## src/rtl/axistream_packetizer.sv

```systemverilog
// Single-word-buffered AXI-Stream stage that frames an unframed stream with tlast.
// Optional idle timeout enabled by defining AXISTREAM_PACKETIZER_TIMEOUT_EN.
module axistream_packetizer #(
  parameter int DATA_WIDTH    = 8,
  parameter int LEN_WIDTH     = 16,
  parameter int TIMEOUT_WIDTH = 8
) (
  input  logic                     clk,
  input  logic                     rst_n,
  input  logic                     src_tvalid,
  output logic                     src_tready,
  input  logic [DATA_WIDTH-1:0]    src_tdata,
  output logic                     dest_tvalid,
  input  logic                     dest_tready,
  output logic [DATA_WIDTH-1:0]    dest_tdata,
  output logic                     dest_tlast,
  input  logic                     add_tlast,
  input  logic [LEN_WIDTH-1:0]     pkt_len,
  output logic [LEN_WIDTH-1:0]     word_cnt,
  output logic                     pkt_done
`ifdef AXISTREAM_PACKETIZER_TIMEOUT_EN
  ,
  input  logic [TIMEOUT_WIDTH-1:0] timeout_cycles
`endif
);

  logic                  buf_valid;
  logic                  sealed;
  logic [DATA_WIDTH-1:0] buf_data;
  logic                  accept;
  logic                  xfer;
  logic                  last_xfer;
  logic                  timeout_hit;
  logic [LEN_WIDTH-1:0]  next_cnt;

  assign src_tready  = rst_n & (~buf_valid | dest_tready);
  // A word is held until its successor arrives or it is known to be last.
  assign dest_tvalid = buf_valid & (src_tvalid | sealed | add_tlast);
  assign dest_tlast  = dest_tvalid & (sealed | add_tlast);
  assign dest_tdata  = buf_data;

  assign accept    = src_tvalid & src_tready;
  assign xfer      = dest_tvalid & dest_tready;
  assign last_xfer = xfer & dest_tlast;

  always_comb begin
    next_cnt = word_cnt + LEN_WIDTH'(1);
    if (last_xfer) begin
      next_cnt = LEN_WIDTH'(1);
    end else if (word_cnt == '1) begin
      next_cnt = word_cnt;
    end
  end

`ifdef AXISTREAM_PACKETIZER_TIMEOUT_EN
  logic [TIMEOUT_WIDTH-1:0] idle_cnt;

  always_ff @(posedge clk or negedge rst_n) begin
    if (!rst_n) begin
      idle_cnt <= '0;
    end else if (accept || xfer) begin
      idle_cnt <= '0;
    end else if (buf_valid && !sealed && !src_tvalid && idle_cnt != '1) begin
      idle_cnt <= idle_cnt + TIMEOUT_WIDTH'(1);
    end
  end

  assign timeout_hit = buf_valid & ~sealed & (timeout_cycles != '0) &
                       (idle_cnt >= timeout_cycles);
`else
  assign timeout_hit = 1'b0;
`endif

  // NOTE: sequential state uses non-blocking assignments so every register
  // samples the pre-edge values regardless of statement order.
  always_ff @(posedge clk or negedge rst_n) begin
    if (!rst_n) begin
      buf_valid <= 1'b0;
      sealed    <= 1'b0;
      word_cnt  <= '0;
      pkt_done  <= 1'b0;
    end else begin
      pkt_done <= last_xfer;
      if (accept) begin
        buf_valid <= 1'b1;
        word_cnt  <= next_cnt;
        sealed    <= (pkt_len != '0) && (next_cnt >= pkt_len);
      end else if (xfer) begin
        buf_valid <= 1'b0;
        sealed    <= 1'b0;
        if (dest_tlast) begin
          word_cnt <= '0;
        end
      end else if (buf_valid && (add_tlast || timeout_hit)) begin
        sealed <= 1'b1;
      end
    end
  end

  // NOTE: the data register is qualified by buf_valid, so it needs no reset.
  always_ff @(posedge clk) begin
    if (accept) begin
      buf_data <= src_tdata;
    end
  end

endmodule

```

## config.mk

```make
export PLATFORM = sky130hd
export DESIGN_NAME = axistream_packetizer
export DESIGN_NICKNAME = d
export VERILOG_FILES = /design/src/rtl/axistream_packetizer.sv
export SDC_FILE = /design/constraint.sdc
export NUM_CORES = 1
export LEC_CHECK = 0
export ABC_AREA = 1
export CORE_MARGIN = 3
export CORE_UTILIZATION = 50
export CTS_BUF_LIST = sky130_fd_sc_hd__clkbuf_2
export DETAILED_ROUTE_END_ITERATION = 8
export GPL_TIMING_DRIVEN = 0
export PLACE_DENSITY = 0.87
export SYNTH_ARGS = -nofsm -noshare
export SYNTH_HDL_FRONTEND = slang
export SYNTH_SLANG_ARGS = --single-unit
```

## constraint.sdc

```tcl
create_clock -name clk -period 2.8 [get_ports clk]
set_input_delay 0.56 -clock clk [delete_from_list [all_inputs] [get_ports clk]]
set_output_delay 0.56 -clock clk [all_outputs]
set_load 0.02 [all_outputs]
```

## Word level (Yosys, flattened, before mapping)

Index checks and enable logic that the tools add are counted.

- Flip-flop bits (word level): 27
- Logic and storage cells: 36

- Add/subtract/negate cells: 1
- Magnitude comparators: 1
- Eq/ne operators: 1
- Muxes and demuxes: 10
- Bitwise gates (word level): 11
- Reduce and logical (&&, ||, !) cells: 7

Operator list:

| cell | number |
|---|---|
| 2-to-1 mux 16 bit | 5 |
| adder 16 x 1 -> 16 bit, second input constant | 1 |
| equality test 16 bit, second input constant | 1 |
| >= comparator 16 bit | 1 |
| nonzero test 16 bit | 1 |
| bitwise AND 1 bit | 6 |
| 2-to-1 mux 1 bit | 5 |
| OR 1 bit | 4 |
| nonzero test 2 bit | 2 |
| nonzero test 3 bit | 1 |
| logical AND 1 bit | 2 |
| AND reduction 2 bit | 1 |
| inverter 1 bit | 1 |

## Depth between registers and ports, before layout

Gate-level depths: netlist of run 1.

- Depth after elaboration: 9
- Mapped depth: 22
- Mapped depth without buffers: 22

## Worst setup path before layout of run 1

No wires, ideal clock.

- Path kind: reg-to-reg
- Start point: register word_cnt[0]
- End point: register sealed
- Library setup time: 0.121 ns
- Arrival time: 2.208 ns
- Path slack: 0.471 ns
- Stages on the path, launching flop included: 19
- Buffers on the path: 1
- Period minus slack after synthesis: 2.329 ns
- Cells stage by stage: dfrtp_1 -> ha_1 -> nand2_1 -> inv_1 -> nand2_4 -> nor2_4 -> nand2_4 -> buf_6 -> nand3_1 -> nand2_1 -> inv_1 -> ha_1 -> nand2_1 -> o21bai_1 -> nand2_1 -> a21oi_1 -> nand3_1 -> nand2_1 -> nand2_1

- Longest elaborated chain between the ends: 6

RTL lines:

| element | line | RTL |
|---|---|---|
| start, declared | 19 | `output logic [LEN_WIDTH-1:0] word_cnt,` |
| start signal, assigned | 86 | `word_cnt <= next_cnt;` |
| adder 16 x 1 -> 16 bit or equality test 16 bit (tied branches) | 47, 50 |  |
| 2-to-1 mux 16 bit (*) | 50 | `end else if (word_cnt == '1) begin` |
| 2-to-1 mux 16 bit (*) | 48 | `if (last_xfer) begin` |
| >= comparator 16 bit (*) | 87 | `sealed <= (pkt_len != '0) && (next_cnt >= pkt_len);` |
| logical AND 1 bit (*) | 87 |  |
| 2-to-1 mux 1 bit (*) | 84 | `if (accept) begin` |
| end signal, assigned | 87 |  |
| end, declared | 28 | `logic sealed;` |

Every way passes the cells marked *; elsewhere a longest branch is shown, timed or not.
A chain may end at the register's enable or synchronous reset.

## Final worst setup path of run 1

Same ends and word-level chain as after synthesis.

==> impl_metrics.json, run 1 <==
{
  "synth_cells": 291,
  "yosysMostFrequentCell": "nand2_1",
  "area_delta_synth_final_pct": 31.83,
  "via_per_inst": 5.203,
  "syn_avg_cell_area_um2": 7.133,
  "fp.dieH_um": 70.43,
  "nNetsFinal": 399,
  "numPortBuffers": 56,
  "hold_viol": 0,
  "synth_edf_count": 8,
  "fin_crit_ps": 2586,
  "cp.arrival_ps": 2870,
  "fill_cells": 324,
  "start_util": 0.5425,
  "fin_skew_ps": 7.048,
  "p_leak_nw": 1.397,
  "synth_commonest_cells": "nand2_1, inv_1, nand3_1, nor2_1, dfrtp_1",
  "grt_max_degree": 21,
  "synth_nets": 337,
  "synthFlopType": "dfrtp_1",
  "drive_gt1_frac": 0.09375,
  "io_pins": 57,
  "crit_buf_inv": 3,
  "outcome": "complete, no violations",
  "tightest_slew_ps": 514.2,
  "grt_pass1_vias": 1912,
  "cp_slowest_cell": "dfrtp_2",
  "fmax_mhz": 386.6,
  "fin_crit_sh": 0.9237,
  "synth_top_cell_by_area": "dfrtp_1",
  "grt.total_usage": 0.2174,
  "coreArea_um2": 3826,
  "hold_path.class": "input pin to async pin",
  "chipWidth_um": 70.43,
  "crit_path_max_fanout": 10,
  "holdWs_ps": 207.4,
  "cts_tree": "yes",
  "setup_tns_ps": 0,
  "critical_path.top_delay_family": "simple AND/OR/NAND/NOR gates",
  "drt.antenna.violating_nets": 0,
  "slew_viol_final": 0,
  "synth_top_area_frac": 0.2291,
  "grt_pass1_wl_um": 8804,
  "wl_per_cell_um": 12.97,
  "setup_viol": 0,
  "reg2reg_from": "word_cnt[0]",
  "cts_buffers": 3,
  "cts_buffer_depth": 2,
  "relSlewSlack": 0.6572,
  "async_flop_share": 0.7037,
  "vias": 2081,
  "drv_cap": 0,
  "clk_pin_slew_ps": 260,
  "yosysSeqAreaShare": 0.3448,
  "clk_latency_ps": 360,
  "syn_area_um2": 2076,
  "holdBufCountCts": 0,
  "globalRouteOverflowTotal": 0,
  "worstSetupStartpointType": "register",
  "synth.area.top_cells": "dfrtp_1, nand2_1, edfxtp_1",
  "place.gp.congestion": 0.9059,
  "place_inst": 395,
  "cp.required_ps": 3080,
  "multi_input_area_um2": 1151,
  "cts_root_buffer": "clkbuf_2",
  "rrSetupSlack_ps": 210,
  "antenna_found_initial": 0,
  "ys.warnings.count": 0,
  "totalWireLength_um": 5189,
  "final_cell_count_no_fill": 400,
  "end_kind": "register",
  "dieArea_um2": 4960,
  "seqCellArea_um2": 720.7,
  "ys_types": 30,
  "grt_setup_unrepaired": "false",
  "reg2reg_depth": 18,
  "diodes": 0,
  "synth.ff_latch_count": 27,
  "drc": 0,
  "crit_chain": "ha_1, nand2_1, inv_1, nand2_4, nor2_4, nand2_4, buf_8, nand3_1, nand2_1, inv_1, ha_1, nand2_2, o21bai_1, nand2_1, a21oi_1, nand3_1, nand2_1, nand2_1",
  "cp-startpoint": "word_cnt[0]",
  "vdd_drop_max_v": 0.0002866,
  "htree_levels": 1,
  "place_hpwl_um": 4069,
  "worst-path-stages": 18,
  "cpPeakStageDelay_ps": 520,
  "path_class": "register to register",
  "p_per_area_nw_per_um2": 406.6,
  "cts.sinks": 27,
  "drtIter0Drc": 159,
  "rows": 22,
  "dr.pass1.iters": 4,
  "cpMostUsedCell": "nand2_1"
}
==> final timing paths <==
check,endpoint
min reg2reg,buf_valid
max reg2reg,sealed
min,word_cnt[4]
max,sealed
max in group asynchronous,word_cnt[1]
min in group clk,buf_valid
==> sequential cells by signal (all words and copies together) (netlist names) <==
name / flops
word_cnt: 16
dest_tdata: 8
buf_valid: 1
pkt_done: 1
sealed: 1
==> cells in the final DEF, fill, tap and decap left out, types with 2 or more instances in the layout <==
cell             netlist  routed
dfrtp_1               19      15
inv_1                 46      46
nor2_2                 2       2
o211ai_1               2       2
dfrtp_2                0       4
xor2_1                 4       4
nor2_1                22      22
a31oi_1                2       2
nand2_1               86      85
o21ai_0                9       9
clkdlybuf4s50_1        0      55
a21oi_1               12      12
nor3_1                 5       5
buf_2                  4       4
nand2_2                3       4
edfxtp_1               8       8
ha_1                  17      17
nand4_1                7       7
nand3_1               25      25
clkbuf_2               0       3
nor2_4                 3       3
nand2_4                2       2
nand3_2                2       2
inv_2                  2       2
==> timing repair <==
item | 4_1_cts | 5_1_grt
setup endpoints to repair | 1 | 1
buffers inserted | 0 | 1
resized for setup | 3 | 6
==> metal layers <==
metal	vias to the layer above	wire length, µm	GRT usage
met3	9	340	0.03453
met1	933	2318	0.3016
li1	1058	-	-
met5	-	0	0
met4	0	74	0.03830
met2	81	2454	0.3597
==> logic make-up after synthesis <==
| family | Yosys count | synth area share |
|---|---|---|
| and+or+nand+nor | 159 | 0.3466 |
| buffers and inverters | 53 | 0.1019 |
| AOI/OAI and AO/OA | 30 | 0.08318 |
| DFF | 27 | 0.3448 |
| adders and majority gates | 17 | 0.1025 |
| xor gates and xnor gates | 5 | 0.02110 |
==> where the power goes <==
part           internal, mW  switching, mW
Sequential            0.452         0.0459
Clock                0.0324          0.118
Combinational         0.196          0.269
Total                 0.680          0.433
==> per-stage QoR <==
stage            util  setup slack, ps  cell area, µm²  power, mW
3_5_place_dp   0.7047           -415.8            2696     0.9610
2_1_floorplan       -            470.6            2076     0.7629
3_3_place_gp   0.7047           -380.0            2696     0.9524
5_1_grt        0.7152            10.94            2736      1.201
4_1_cts        0.7103            192.8            2718      1.115
6_report       0.7152            213.7            2736      1.113
==> worst register-to-register path, stage by stage, from the launching register on <==
cell	delay (ps)
dfrtp_2	520
ha_1	240
nand2_1	100
inv_1	70
nand2_4	110
nor2_4	50
nand2_4	120
buf_8	150
nand3_1	110
nand2_1	100
inv_1	50
ha_1	290
nand2_2	90
o21bai_1	110
nand2_1	70
a21oi_1	140
nand3_1	90
nand2_1	90
nand2_1	60
==> cell type report <==
type                    instances  share of cell area
clock inverters                 1            0.001829
flip-flops and latches         27              0.2634
well taps                      48             0.02195
inverters                      48             0.06584
repair buffers                 57              0.2080
plain buffers                   5             0.01280
multi-input cells             211              0.4207
clock buffers                   3            0.005487
No activity file was read; power rests on OpenSTA's default activity.
==> run 2, diff against run 1 <==
--- a/config.mk
+++ b/config.mk
@@ -11,7 +11,7 @@
 export CTS_BUF_LIST = sky130_fd_sc_hd__clkbuf_2
 export DETAILED_ROUTE_END_ITERATION = 8
 export GPL_TIMING_DRIVEN = 0
-export PLACE_DENSITY = 0.87
+export PLACE_DENSITY_LB_ADDON = 0.05
 export SYNTH_ARGS = -nofsm -noshare
 export SYNTH_HDL_FRONTEND = slang
 export SYNTH_SLANG_ARGS = --single-unit
==> run 2 against run 1 <==
Total power up 2.5%. Clock-buffer cell count is 1 higher. Flip-flop and latch count unchanged. Combinational power up 4.3%. Cell count grew 0.75%.
==> impl_metrics.json, run 2 (synthesis results as in run 1) <==
{
  "dr.pass1.iters": 5,
  "antenna_found_initial": 0,
  "totalWireLength_um": 5339,
  "max_flop_register": "word_cnt",
  "p_per_area_nw_per_um2": 414.1,
  "place_ws_ps": -411.4,
  "path_class": "register to register",
  "vias": 2143,
  "layout_commonest_cell": "nand2_1",
  "fin_ws_ps": 165.3,
  "io_pins": 57,
  "via_per_inst": 5.318,
  "end_kind": "register",
  "worstSetupStartpointType": "register",
  "place_hpwl_um": 4118,
  "drtIter0Drc": 194,
  "grt_pass1_vias": 1915,
  "final_area_um2": 2754,
  "p_leak_nw": 1.413,
  "p_total_mw": 1.140,
  "drv_cap": 0,
  "chipWidth_um": 70.43,
  "diodes": 0,
  "crit_path_max_fanout": 10,
  "area_delta_synth_final_pct": 32.67,
  "cts_root_buffer": "clkbuf_2",
  "cts_tree": "yes",
  "drive_gt1_frac": 0.09296,
  "dieArea_um2": 4960,
  "fin_skew_ps": 23.57,
  "slew_viol_final": 0,
  "fp.dieH_um": 70.43,
  "setup_viol": 0,
  "tightest_slew_ps": 524.9,
  "final_core_util": 0.7198,
  "cp.required_ps": 3100,
  "mostFrequentLayoutCells": "nand2_1, clkdlybuf4s50_1, inv_1",
  "setup_tns_ps": 0,
  "fmax_mhz": 379.6,
  "cts.sinks": 27,
  "placed_area_um2": 2696,
  "reg2reg_from": "word_cnt[1]",
  "numPortBuffers": 56,
  "cts_buffer_depth": 2,
  "reg2reg_depth": 18,
  "cp.arrival_ps": 2930,
  "vdd_drop_max_v": 0.0003938,
  "outcome": "complete, no violations",
  "timing.rr.end": "sealed",
  "wl_per_cell_um": 13.25,
  "coreArea_um2": 3826,
  "fill_cells": 335,
  "grt_max_degree": 21,
  "fin_crit_sh": 0.9410,
  "hold_viol": 0,
  "start_util": 0.5425,
  "cts_buffers": 3,
  "place.gp.congestion": 0.9139,
  "grt.total_usage": 0.2138,
  "hold_path.class": "input pin to async pin",
  "globalRouteOverflowTotal": 0,
  "drt.antenna.violating_nets": 0,
  "drc": 0,
  "rrSetupSlack_ps": 170,
  "clk_latency_ps": 380,
  "htree_levels": 1,
  "relSlewSlack": 0.6501,
  "fin_crit_ps": 2635,
  "grt_pass1_wl_um": 8604,
  "nNetsFinal": 402,
  "rows": 22,
  "clk_pin_slew_ps": 280,
  "largest_reg_flops": 16
}
-- run 2: worst max-delay path: stages, from the launching register on --
cell and delay (ps):
dfrtp_2 510, ha_1 230, nand2_1 130, inv_1 90
nand2_4 120, nor2_4 50, nand2_4 120, buf_8 150
nand3_2 80, nand2_1 90, inv_1 50, ha_1 280
nand2_1 110, o21bai_1 110, nand2_1 60, a21oi_1 120
nand3_1 90, nand2_1 80, nand2_1 50
-- run 2: routing by layer --
metal / track usage / vias up / part of all wire
met5: 0 / - / 0
li1: - / 1065 / -
met1: 0.2902 / 964 / 0.42
met2: 0.3368 / 95 / 0.48
met3: 0.03309 / 19 / 0.064
met4: 0.08936 / 0 / 0.032
-- run 2: power breakdown --
part,switching [mW],internal (mW)
logic,0.273,0.212
registers,0.0404,0.451
clock network,0.126,0.0376
-- run 2: what timing repair did --
item                                    in CTS  in global routing
hold buffers                                 0                  0
gates resized for setup                      3                  3
pin swaps                                    0                  1
setup buffers                                0                  4
endpoints found under the setup margin       1                  1
-- run 2: stage by stage --
stage / hold WS [ps] / instances
floorplan: 264.4 / 291
global placement: 531.5 / 395
detailed placement: 542.0 / 395
CTS: 215.5 / 399
global route: 188.3 / 403
finish: 175.1 / 403
-- run 2: layout make-up --
type                    instances  area, µm²  area share
well taps                      48      60.06     0.02181
multi-input cells             211       1149      0.4171
repair buffers                 60      591.8      0.2149
flip-flops and latches         27      718.2      0.2608
clock buffers                   4      20.02    0.007269
inverters                      48      180.2     0.06542
plain buffers                   5      35.03     0.01272
-- run 2: how the worst max path moves through the flow --
| stage | startpoint | endpoint | slack [ps] | cells past startpoint |
|---|---|---|---|---|
| finish | word_cnt[1] | sealed | 170 | 18 |
| global route | word_cnt[1] | sealed | -20 | 18 |
| CTS | word_cnt[0] | sealed | 140 | 18 |
| global placement | rst_n | src_tready | -390 | 3 |
| floorplan | word_cnt[0] | sealed | 470 | 18 |
| detailed placement | rst_n | src_tready | -410 | 3 |
==> RTL change 1 (config.mk and constraints of run 1) <==
Change the parameter `DATA_WIDTH` from 8 to 10.
--- a/src/rtl/axistream_packetizer.sv
+++ b/src/rtl/axistream_packetizer.sv
@@ -1,7 +1,7 @@
 // Single-word-buffered AXI-Stream stage that frames an unframed stream with tlast.
 // Optional idle timeout enabled by defining AXISTREAM_PACKETIZER_TIMEOUT_EN.
 module axistream_packetizer #(
-  parameter int DATA_WIDTH    = 8,
+  parameter int DATA_WIDTH    = 10,
   parameter int LEN_WIDTH     = 16,
   parameter int TIMEOUT_WIDTH = 8
 ) (
Ports: changed (resized dest_tdata and src_tdata); port bits go from 57 to 61. The function was not compared with the original's and may differ.
==> RTL change 1 against run 1 <==
  * Routed wire length grew 2.5%
  * Setup slack lost 0.016 ns
  * Final area grew 4.2%
  * Utilization shrank 1.8 points
  * Sequential cell count grew 2
  * Area after synthesis grew 3.5%
  * Largest power group unchanged
  * Total power grew 8.8%
  * Global-route usage shrank 0.14 points
==> RTL change 1: results (changes against run 1) <==
Clk pwr share - 16.8% (+3.3 points)
Leak - 1.44 nW (+3.2%)
asr flop ratio synth - 65.5% (-4.9 points)
vias in the first global route - 2,049 (+7.2%)
via count - 2,186 (+5.0%)
CTS clk-pin slew, worst paths - 0.17 ns (-0.09 ns)
Net Count, Synth - 341 (+1.2%)
Gate power share - 39.4% (-2.4 points)
clock root cell - clkbuf_2
cell count after synthesis - 293 (+0.69%)
GPL Wtd Cong - 0.943 (+4.1%)
Slew HR - 65.2% (-0.53 points)
Area after DPL - 2810 um^2 (+4.3%)
ANT cells - 0 (unchanged)
first-pass GRT wire length - 8880 um (+0.86%)
Worst VDD drop - 0.252 mV (-12%)
worst min path class - in -> async
drt pass-1 iters - 5 (+1)
share of post-route cells with drive strength above 1 - 8.59% (-0.79 points)
max reg flops - 16 (unchanged)
# fillers - 354 (+9.3%)
Adder-Cell Fraction of Synth Area - 9.90% (-0.35 points)
top cells by area, synth - dfrtp_1 22%, nand2_1 15%, edfxtp_1 14%
WL final - 5320 um (+2.5%)
status - completed
Worst EP arrival - 2.90 ns (+0.03 ns)
Tot GR Track Use - 21.6% (-0.14 points)
maxcap violations - 0 (unchanged)
Clock Path Buffers - 2 (unchanged)
cts bufs inserted - 5 (+2)
initial antenna violation count - 0 (unchanged)
CP top delay family - simple AND/OR/NAND/NOR gates
Netlist cell types - 31 (+3.3%)
dpl cells - 403 (+2.0%)
top cells by count, synth - 85 x nand2_1, 45 x inv_1, 25 x nand3_1, 22 x nor2_1, 19 x dfrtp_1
Crit path largest cell delay - 0.48 ns (-0.04 ns)
Tmin final - 2.60 ns (+0.0155 ns)
Synth Area in Compound Gates - 8.04% (-0.28 points)
clk_skew - 0.0271 ns (+0.0201 ns)
register area share after synthesis - 36.1% (+1.6 points)
IO Port Bufs - 60 (+7.1%)
Post-synth EDFFs - 10 (+2)
Post-Layout Cell Count - 411 (+2.8%)
H-tree lvl count - 2 (+1)
switch share - 38.5% (-0.38 points)
1st-iter DRT viols - 138 (-13%)
post-synthesis xor/xnor area fraction - 2.04% (-0.071 points)
slowest CP cell - clkdlybuf4s50_1
post-DP HPWL - 4180 um (+2.7%)
RTL change 1: final cells by class:
cell class                 instances  area, um^2  area share (%)
clock buffer                       5        25.0           0.878
timing repair buffer              60         602            21.1
sequential                        29         776            27.2
clock inverter                     3        12.5           0.439
multi-input combinational        211        1160            40.6
inverter                          48         180            6.32
tap                               50        62.6            2.19
buffer                             5        36.3            1.27
RTL change 1: through the flow:
stage               util, %  hold WS (ns)  setup WS (ns)  power (W)
CTS                    69.7         0.247          0.214    0.00121
global route           69.7         0.237        0.00178    0.00129
floorplan                 -         0.264          0.490   0.000811
global placement       68.8         0.525         -0.332   0.000997
detailed placement     68.8         0.537         -0.396    0.00101
finish                 69.7         0.228          0.198    0.00121
RTL change 1: what timing repair did:
item,in CTS,in global routing
gates resized for setup,3,0
hold buffers,0,0
endpoints found under the setup margin,1,0
RTL change 1: worst paths after layout:
| check | startpoint | endpoint | slack [ns] | depth (start not counted) |
|---|---|---|---|---|
| max | add_tlast | sealed$_DFFE_PN0P_ | 0.20 | 15 |
| min | rst_n | word_cnt[9]$_DFFE_PN0P_ | 0.23 | 1 |
| max reg2reg | word_cnt[0]$_DFFE_PN0P_ | sealed$_DFFE_PN0P_ | 0.20 | 18 |
| min reg2reg | word_cnt[14]$_DFFE_PN0P_ | word_cnt[14]$_DFFE_PN0P_ | 0.57 | 2 |
| max in group asynchronous | rst_n | word_cnt[8]$_DFFE_PN0P_ | 2.20 | 1 |
| min in group clk | word_cnt[14]$_DFFE_PN0P_ | word_cnt[14]$_DFFE_PN0P_ | 0.57 | 2 |
RTL change 1: layer usage:
| metal | global-route usage [%] | share of wire [%] |
|---|---|---|
| met5 | 0 | 0 |
| met4 | 8.14 | 3.1 |
| met3 | 4.77 | 6.3 |
| met2 | 35.8 | 47 |
| met1 | 27.5 | 43 |
==> RTL change 2 (settings of run 1) <==
Without the edit above. Register the output `word_cnt` once more; this adds one clock of latency there. The other outputs are not delayed to match.
--- a/src/rtl/axistream_packetizer.sv
+++ b/src/rtl/axistream_packetizer.sv
@@ -24,6 +24,8 @@
 `endif
 );
 
+  logic [LEN_WIDTH-1:0] word_cnt_s0;
+
   logic                  buf_valid;
   logic                  sealed;
   logic [DATA_WIDTH-1:0] buf_data;
@@ -44,11 +46,11 @@
   assign last_xfer = xfer & dest_tlast;
 
   always_comb begin
-    next_cnt = word_cnt + LEN_WIDTH'(1);
+    next_cnt = word_cnt_s0 + LEN_WIDTH'(1);
     if (last_xfer) begin
       next_cnt = LEN_WIDTH'(1);
-    end else if (word_cnt == '1) begin
-      next_cnt = word_cnt;
+    end else if (word_cnt_s0 == '1) begin
+      next_cnt = word_cnt_s0;
     end
   end
 
@@ -77,19 +79,19 @@
     if (!rst_n) begin
       buf_valid <= 1'b0;
       sealed    <= 1'b0;
-      word_cnt  <= '0;
+      word_cnt_s0 <= '0;
       pkt_done  <= 1'b0;
     end else begin
       pkt_done <= last_xfer;
       if (accept) begin
         buf_valid <= 1'b1;
-        word_cnt  <= next_cnt;
+        word_cnt_s0 <= next_cnt;
         sealed    <= (pkt_len != '0) && (next_cnt >= pkt_len);
       end else if (xfer) begin
         buf_valid <= 1'b0;
         sealed    <= 1'b0;
         if (dest_tlast) begin
-          word_cnt <= '0;
+          word_cnt_s0 <= '0;
         end
       end else if (buf_valid && (add_tlast || timeout_hit)) begin
         sealed <= 1'b1;
@@ -104,5 +106,9 @@
     end
   end
 
+  always_ff @(posedge clk) begin
+    word_cnt <= word_cnt_s0;
+  end
+
 endmodule
 
Function: changed (Yosys sat finds a counterexample within 4 cycles, from zero or initial values and one cycle with rst_n low).
==> RTL change 2 against run 1 <==
  * Total power up 33%
  * Final area grew 12%
  * Setup slack lost 0.068 ns
  * Sequential power rose by 49%
  * Maximum frequency is 2.6% lower
  * Critical path type unchanged
  * Critical path depth unchanged
  * Area after synthesis up 16%
  * Highest routed layer unchanged
  * Routed wire length increased by 8.0%
  * Clock skew up 0.0059 ns
  * Sequential cell count is 16 higher
==> RTL change 2: results (changes against run 1) <==
FF-to-FF Start - word_cnt_s0[0]$_DFFE_PN0P_
worst skew pair latency - 0.42 ns (+0.06 ns)
post-synthesis xor/xnor area fraction - 1.82% (-0.29 points)
Leak - 1.54 nW (+10%)
Netlist cell types - 32 (+6.7%)
Seq/total area - 33.7% (+7.3 points)
Reg2Reg Setup Slack - 0.15 ns (-0.07 ns)
clk cell area share - 1.38% (+0.65 points)
top cells by area, synth - dfrtp_1 20%, dfxtp_1 13%, nand2_1 13%
Post-Layout Inst Area - 3080 um^2 (+12%)
asr flop ratio synth - 44.2% (-26 points)
DP Worst Slack - -0.366 ns (+0.0495 ns)
clkbuf count - 6 (+3)
GRT met2 Usage - 35.2% (-0.78 points)
CTS clk-pin slew, worst paths - 0.21 ns (-0.05 ns)
M1 WL - 2360 um (+1.9%)
H-tree lvl count - 2 (+1)
Worst Tran Pin Value - 0.519 ns (+0.00524 ns)
Fin Hold WS - 0.160 ns (-0.0473 ns)
cell count after synthesis - 307 (+5.5%)
area of the multi-input gates - 1160 um^2 (+0.44%)
drt pass-1 iters - 5 (+1)
Area Growth Syn to Fin - 27.8%
routed length per placed instance - 13.3 um (+2.1%)
post-DP HPWL - 4380 um (+7.5%)
via count - 2,257 (+8.5%)
Net Count, Synth - 353 (+4.7%)
flip-flop and latch count - 43 (+59%)
metal3 WL - 474 um (+39%)
status - completed
1st-iter DRT viols - 180 (+13%)
vias per cell - 5.34 (+2.6%)
top cells by count, synth - 85 x nand2_1, 45 x inv_1, 25 x nand3_1, 22 x nor2_1, 19 x dfrtp_1
vias in the first global route - 2,119 (+11%)
metal2 WL - 2610 um (+6.5%)
Area after DPL - 3030 um^2 (+13%)
M3 GR Usage - 3.96% (+0.50 points)
Worst EP required - 3.13 ns (+0.05 ns)
Signal buffers - 61 (-1.6%)
GPL Wtd Cong - 0.918 (+1.4%)
Worst VDD drop - 0.262 mV (-8.5%)
Adder-Cell Fraction of Synth Area - 8.83% (-1.4 points)
nets - 416 (+4.3%)
slowest CP cell - dfrtp_1
# fillers - 385 (+19%)
cts bufs inserted - 5 (+2)
met1 Usage GRT - 26.2% (-4.0 points)
Tot GR Track Use - 21.3% (-0.43 points)
non-clk buf share - 19.4% (-2.7 points)
first-pass GRT wire length - 9130 um (+3.7%)
register area share after synthesis - 43.0% (+8.5 points)
[RTL change 2: power breakdown]
part / internal [W] / switching [W] / total [W]
Clock: 0.0000636 / 0.000199 / 0.000263
Combinational: 0.000201 / 0.000267 / 0.000469
Sequential: 0.000692 / 0.0000506 / 0.000743
[RTL change 2: worst max path at each step]
stage	end	slack (ns)	from	cells after the start
6_report	sealed$_DFFE_PN0P_	0.15	word_cnt_s0[0]$_DFFE_PN0P_	18
5_1_grt	sealed$_DFFE_PN0P_	0.003	word_cnt_s0[0]$_DFFE_PN0P_	18
4_1_cts	sealed$_DFFE_PN0P_	0.21	word_cnt_s0[0]$_DFFE_PN0P_	18
3_5_place_dp	src_tready	-0.37	rst_n	3
3_3_place_gp	src_tready	-0.34	rst_n	3
2_1_floorplan	sealed$_DFFE_PN0P_	0.60	word_cnt_s0[0]$_DFFE_PN0P_	18
